--- config.mk ---
export PLATFORM = sky130hd
export DESIGN_NAME = press_count_display
export DESIGN_NICKNAME = d
export VERILOG_FILES = /design/src/rtl/press_count_display.sv
export SDC_FILE = /design/constraint.sdc
export NUM_CORES = 1
export LEC_CHECK = 0
export BUFFER_PORTS_ARGS = -buffer_cell sky130_fd_sc_hd__buf_2
export CORE_MARGIN = 8
export CORE_UTILIZATION = 24
export DETAILED_ROUTE_END_ITERATION = 10
export PLACE_DENSITY = 0.46
export SYNTH_ARGS = -nofsm -noshare
export SYNTH_HDL_FRONTEND = slang
export SYNTH_SLANG_ARGS = --single-unit
export TNS_END_PERCENT = 30
--- constraint.sdc ---
create_clock -name clock -period 1.5 [get_ports clock]
set_input_delay 0.3 -clock clock [delete_from_list [all_inputs] [get_ports clock]]
set_output_delay 0.3 -clock clock [all_outputs]
set_load 0.005 [all_outputs]
--- src/rtl/press_count_display.sv ---
// -----------------------------------------------------------------------------
// press_count_display
//
// Counts button presses and shows the count on the board's 7-segment displays.
// Its input is the one-level-per-press `signal` from the button debouncer.
//
// Input path
//   `signal` is asynchronous to `clock`. It passes through a 2-FF synchroniser
//   (s1 -> s2) and then a delay register (s3). The rising-edge pulse is
//   inc = s2 & ~s3, so each low->high transition gives exactly one inc.
//
// Counter
//   A DIGITS-wide BCD up-counter with a ripple carry between digits.
//   By default the count wraps from all-9s to all-0s, and `wrap` pulses for the
//   one cycle in which that happens.
//
// Display
//   `hex` holds one registered 7-segment digit per BCD digit.
//   It is decoded from `bcd`, so it lags `bcd` by one cycle.
//
// Build option
//   SATURATE_EN (`ifdef): when defined, the count holds at all-9s and `wrap`
//   stays 0. `clear` and `reset` behave the same in both builds.
//
// Parameters
//   DIGITS          number of BCD digits (1..4)
//   SEG_ACTIVE_LOW  1: a lit segment is 0; 0: a lit segment is 1
//
// Ports
//   clock   in   1          system clock
//   reset   in   1          synchronous, active-high; has priority over all else
//   signal  in   1          debounced press level; asynchronous to clock
//   clear   in   1          synchronous count clear; beats a simultaneous inc
//   bcd     out  4*DIGITS   count; digit i at [4i+3:4i], digit 0 = units
//   hex     out  7*DIGITS   segments; digit i at [7i+6:7i], bit order g..a
//   wrap    out  1          one-cycle pulse when the count rolls max -> 0
// -----------------------------------------------------------------------------
module press_count_display #(
  parameter int DIGITS         = 2,
  parameter bit SEG_ACTIVE_LOW = 1'b1
) (
  input  logic                  clock,
  input  logic                  reset,
  input  logic                  signal,
  input  logic                  clear,
  output logic [4*DIGITS-1:0]   bcd,
  output logic [7*DIGITS-1:0]   hex,
  output logic                  wrap
);

  // Segment pattern for "0" in the selected polarity; used as the hex reset value.
  localparam logic [6:0] SEG_ZERO = SEG_ACTIVE_LOW ? 7'h40 : 7'h3F;

  logic                s1;
  logic                s2;
  logic                s3;
  logic                inc;
  logic [4*DIGITS-1:0] bcd_inc;
  logic                all_nines;
  logic                carry;
  logic [7*DIGITS-1:0] hex_next;

  // Active-low gfedcba code for one BCD digit.
  function automatic logic [6:0] seg_decode(input logic [3:0] d);
    logic [6:0] code;
    case (d)
      4'd0:    code = 7'h40;
      4'd1:    code = 7'h79;
      4'd2:    code = 7'h24;
      4'd3:    code = 7'h30;
      4'd4:    code = 7'h19;
      4'd5:    code = 7'h12;
      4'd6:    code = 7'h02;
      4'd7:    code = 7'h78;
      4'd8:    code = 7'h00;
      4'd9:    code = 7'h10;
      default: code = 7'h7F;  // unreachable: digits never hold A..F
    endcase
    return code;
  endfunction

  // Synchroniser and edge-detect delay. These registers keep running while
  // clear is high, so a press whose inc is swallowed by clear is not replayed.
  always_ff @(posedge clock) begin
    if (reset) begin
      s1 <= 1'b0;
      s2 <= 1'b0;
      s3 <= 1'b0;
    end else begin
      s1 <= signal;
      s2 <= s1;
      s3 <= s2;
    end
  end

  assign inc = s2 & ~s3;

  // Ripple-carry BCD increment.
  // A digit at 9 with carry-in becomes 0 and passes the carry on.
  // At all-9s the result is all-0s.
  always_comb begin
    bcd_inc   = bcd;
    carry     = 1'b1;
    all_nines = 1'b1;
    for (int i = 0; i < DIGITS; i++) begin
      if (bcd[4*i +: 4] != 4'd9) begin
        all_nines = 1'b0;
      end
      if (carry) begin
        if (bcd[4*i +: 4] == 4'd9) begin
          bcd_inc[4*i +: 4] = 4'd0;
        end else begin
          bcd_inc[4*i +: 4] = bcd[4*i +: 4] + 4'd1;
          carry             = 1'b0;
        end
      end
    end
  end

  always_ff @(posedge clock) begin
    if (reset) begin
      bcd  <= '0;
      wrap <= 1'b0;
    end else if (clear) begin
      bcd  <= '0;
      wrap <= 1'b0;
    end else if (inc && all_nines) begin
`ifdef SATURATE_EN
      bcd  <= bcd;
      wrap <= 1'b0;
`else
      bcd  <= '0;
      wrap <= 1'b1;
`endif
    end else if (inc) begin
      bcd  <= bcd_inc;
      wrap <= 1'b0;
    end else begin
      wrap <= 1'b0;
    end
  end

  // Registered decode of the current count. Leading zeros are shown.
  always_comb begin
    hex_next = '0;
    for (int i = 0; i < DIGITS; i++) begin
      if (SEG_ACTIVE_LOW) begin
        hex_next[7*i +: 7] = seg_decode(bcd[4*i +: 4]);
      end else begin
        hex_next[7*i +: 7] = ~seg_decode(bcd[4*i +: 4]);
      end
    end
  end

  always_ff @(posedge clock) begin
    if (reset) begin
      hex <= {DIGITS{SEG_ZERO}};
    end else begin
      hex <= hex_next;
    end
  end

endmodule

Yosys cells after proc, flatten, opt, wreduce, memory -nomap -nowiden
Memories as Yosys holds them, arrays and structs flattened. A register that Yosys moved wholly into a read port is not among the register bits.
Index checks and enable logic that the tools add are counted.

storage, ports and cells
  ROM bits = 224
  flip-flop bits (word level) = 12
  word-level logic and storage cells = 26
  output and inout port bits = 23
  memories kept = 2
  input bits = 4

cells by class
  muxes and demuxes = 6
  equal/unequal tests = 4
  reduce and logical (&&, ||, !) cells = 4
  bitwise operators = 2
  $add $sub $neg = 2

memories
  memory           words  bits a word  rd ports  clocked after memory_dff  wr ports  line  RTL
  (no name shown)  16     7            1         1                         0         66    case (d)
  (no name shown)  16     7            1         1                         0         66

operator list
  kind                                          count
  adder 4 x 1 -> 4 bit (second input constant)  2
  equality test 4 bit (second input constant)   2
  two-way mux 4 bit                             2
  != test 4 bit (second input constant)         2
  two-way mux 1 bit                             4
  OR reduction 3 bit                            1
  AND reduction 2 bit                           1
  OR reduction 2 bit                            1
  bitwise AND 1 bit                             1
  logical AND 1 bit                             1
  inverter 1 bit                                1

Longest topological paths before layout
  depth after elaboration = 5
  mapped depth = 5
  depth with buffers taken out = 5

Worst setup path after synthesis
No wires, ideal clock.

  path kind = register -> register
  start = register bcd[1]
  end = register bcd[7]
  arrival = 1470 ps
  slack = -44 ps
  required time = 1426 ps
  stages on the path, launching flop included = 6
  buffers on the path = 0
  cells stage by stage = dfxtp_1 -> inv_1 -> ha_1 -> nand3b_4 -> or4_1 -> a31oi_1

on the way
  word-level cells in the longest chain between the ends = 5

ends and longest elaborated chain
  item                                 line  RTL
  start: declaration                   46    output logic [4*DIGITS-1:0] bcd,
  start signal: assignment             136   bcd <= bcd_inc;
  != test 4 bit                        106   if (bcd[4*i +: 4] != 4'd9) begin
  two-way mux 1 bit (2 in a row)       106
  logical AND 1 bit                    127   end else if (inc && all_nines) begin
  OR reduction 3 bit (no source line)  n/a

Parallel ways exist; a longest one is shown, timed or not.
A chain may end at the register's enable or synchronous reset.

Final worst setup path
Ends and elaborated chain as after synthesis.

==> results_dict.tcl <==
set metrics [dict create \
    ys_top_cells_by_area "dfxtp_1 42%, ha_1 10%, a21oi_1 5.7%" \
    die_area_sq_mm 0.00765 \
    synth_compound_area_share_pct 17.7 \
    synth-edff-count 0 \
    crit-reg2reg-launch "bcd[1]" \
    period_needed_ps 1410 \
    power.density_mw_per_mm2 841 \
    power_leakage_uw 0.000685 \
    dr.pass1.iters 3 \
    antenna_found_initial 0 \
    slew_headroom_pct 78.7 \
    cts_root_buf "clkbuf_8" \
    h-tree-depth 1 \
    setup_viol 0 \
    grt_pass1_wl_um 4570 \
    fin_nets 186 \
    core_sq_mm 0.00501 \
    grt_pass1_vias 958 \
    synth.most_common_cell "dfxtp_1" \
    finalHoldViolCount 0 \
    vias_per_cell 4.15 \
    hold_class "input port to register" \
    synth_top_flop_cell "dfxtp_1" \
    yosys.area_share.xor_xnor_pct 0.715 \
    crit_path_end_kind "register" \
    crit_fanout 3 \
    cts_setup_buffers 0 \
    period_share_pct 93.7 \
    synth_nets 151 \
    pin_count 27 \
    yosysTopAreaCellShare_pct 42.5 \
    synth_fa_ha_area_share_pct 10.2 \
    place_congestion 0.790 \
    synthCells 137 \
    insertion_delay_ps 270 \
    drive_gt1_share_pct 27.5 \
    required_ps 1700 \
    ctsHoldBuffers 0 \
    outcome "completed" \
    async_reset_ff_share_pct 0 \
    dpl.hpwl_um 2060 \
    cts_resized 0 \
    cap_viol_max_count 0 \
    synth.area.mux_share_pct 1.84 \
    rsz0062_at_grt "false" \
    min_from "signal" \
    die-width_um 87.4 \
    yosysTopAreaCell "dfxtp_1" \
    cp.arrival_ps 1600 \
    tightestPinTransition_ps 319 \
    drt-initial-drc-count 66 \
    vdd_ir_drop_max_uv 457 \
    utilization_pct 31.3 \
    worstSetupPathType "register to register" \
    synth-simple-area-share_pct 21.9 \
    area_delta_synth_final_pct 27.9 \
    die_h_um 87.4 \
    start_util_pct 24.5 \
    startpoint_type "register" \
    antenna_left 0 \
    synth_top_family_by_area "simple AND/OR/NAND/NOR gates" \
    skew_ps 4.91 \
    synth_cell_types 32 \
    path_clk_slew_ps 90 \
    detail_route.wl_per_cell_um 11.4 \
    ys_warn_count 0 \
    drc 0 \
    synth_area_sq_mm 0.00122 \
    grt_start_max_net_pins 16 \
    overflow 0 \
    syn_area_per_cell_sq_um 8.94 \
    max_freq_mhz 711 \
    cts.path.max_buffers 2 \
    tns_ps 0 \
    drv_slew 0 \
    synth_commonest_cells "26 x dfxtp_1, 14 x a21oi_1, 10 x ha_1, 10 x nor2_1" \
    routed_wirelength_um 2740 \
    io_buffers 26 \
    cts.sinks 26 \
    vias 1000 \
    cts_buffers 3 \
    grt_usage_pct 7.51 \
    synth-seq-cells 26 \
    crit_start "bcd[1]" \
    antennaDiodeCount 0 \
    cts_tree "done" \
    core.rowCount 26 \
    yosysSeqAreaShare_pct 42.5 \
]
[critical path: stages (launching register included)]
cell and delay, ps:
dfxtp_2 330, inv_2 60, ha_2 210, nand3b_4 80, or4_1 490, a31oi_1 160
[final cells by class]
cell class / count / area (sq um)
fillers: 561 / 3440
inverters: 8 / 30.0
clock inverters: 1 / 30.0
well taps: 70 / 87.6
multi-input cells: 96 / 643
repair buffers: 37 / 213
flip-flops and latches: 26 / 522
clock buffers: 3 / 41.3
[where the power goes]
part	switching [uW]	internal, uW
registers	2.11	695
clock network	222	357
logic	23.5	18.5
total	247	1070
[placed cells by master, fill, tap and decap left out, types with 2 or more instances in the layout]
| cell | n |
|---|---|
| buf_2 | 26 |
| dfxtp_1 | 25 |
| a21oi_1 | 14 |
| buf_4 | 11 |
| nor2_1 | 10 |
| ha_1 | 9 |
| nand2b_1 | 8 |
| o21ai_0 | 8 |
| inv_1 | 7 |
| nand2_1 | 5 |
| nor2b_1 | 4 |
| o21bai_1 | 4 |
| nand3_1 | 4 |
| nor3_1 | 4 |
| a31oi_1 | 3 |
| clkbuf_8 | 3 |
| nand3b_1 | 2 |
| nand4_1 | 2 |
| mux2_2 | 2 |
| a211o_1 | 2 |
| or3_1 | 2 |
[path summary, 6_finish.rpt]
check / endpoint / slack [ps] / cells past startpoint
worst min-delay path: s1 / 240 / 2
worst max register to register: bcd[7] / 90 / 5
worst min register to register: s2 / 450 / 1
worst max-delay path: bcd[7] / 90 / 5
[sequential cells by signal, summed over array words and instances (netlist names)]
| name | count |
|---|---|
| s1 | 1 |
| s3 | 1 |
| s2 | 1 |
| hex | 14 |
| bcd | 8 |
| wrap | 1 |
[metal layers]
metal / track usage (%) / up-vias / part of all wire [%]
li1: - / 540 / -
met1: 9.18 / 445 / 47
met2: 12.1 / 13 / 48
met3: 1.51 / 2 / 3.4
met4: 3.75 / 0 / 1.5
met5: 0 / - / 0
[logic make-up after synthesis]
logic type	after synthesis
compound gates	36
xor+xnor	1
fa+ha+maj	10
buf+inv	15
flops	26
mux	2
simple gates	47
[stage by stage]
| step | power, uW | std cells | hold WS (ps) | worst slack, ps | instance area, sq um |
|---|---|---|---|---|---|
| 2_1_floorplan | 738 | 137 | 372 | 12.2 | 1230 |
| 3_3_place_gp | 756 | 237 | 421 | 133 | 1500 |
| 3_5_place_dp | 757 | 237 | 439 | 113 | 1500 |
| 4_1_cts | 1340 | 241 | 236 | 87.4 | 1570 |
| 5_1_grt | 1380 | 241 | 241 | 1.05 | 1570 |
| 6_report | 1320 | 241 | 239 | 94.3 | 1570 |
Note: power is estimated with default switching activity, not from simulation.
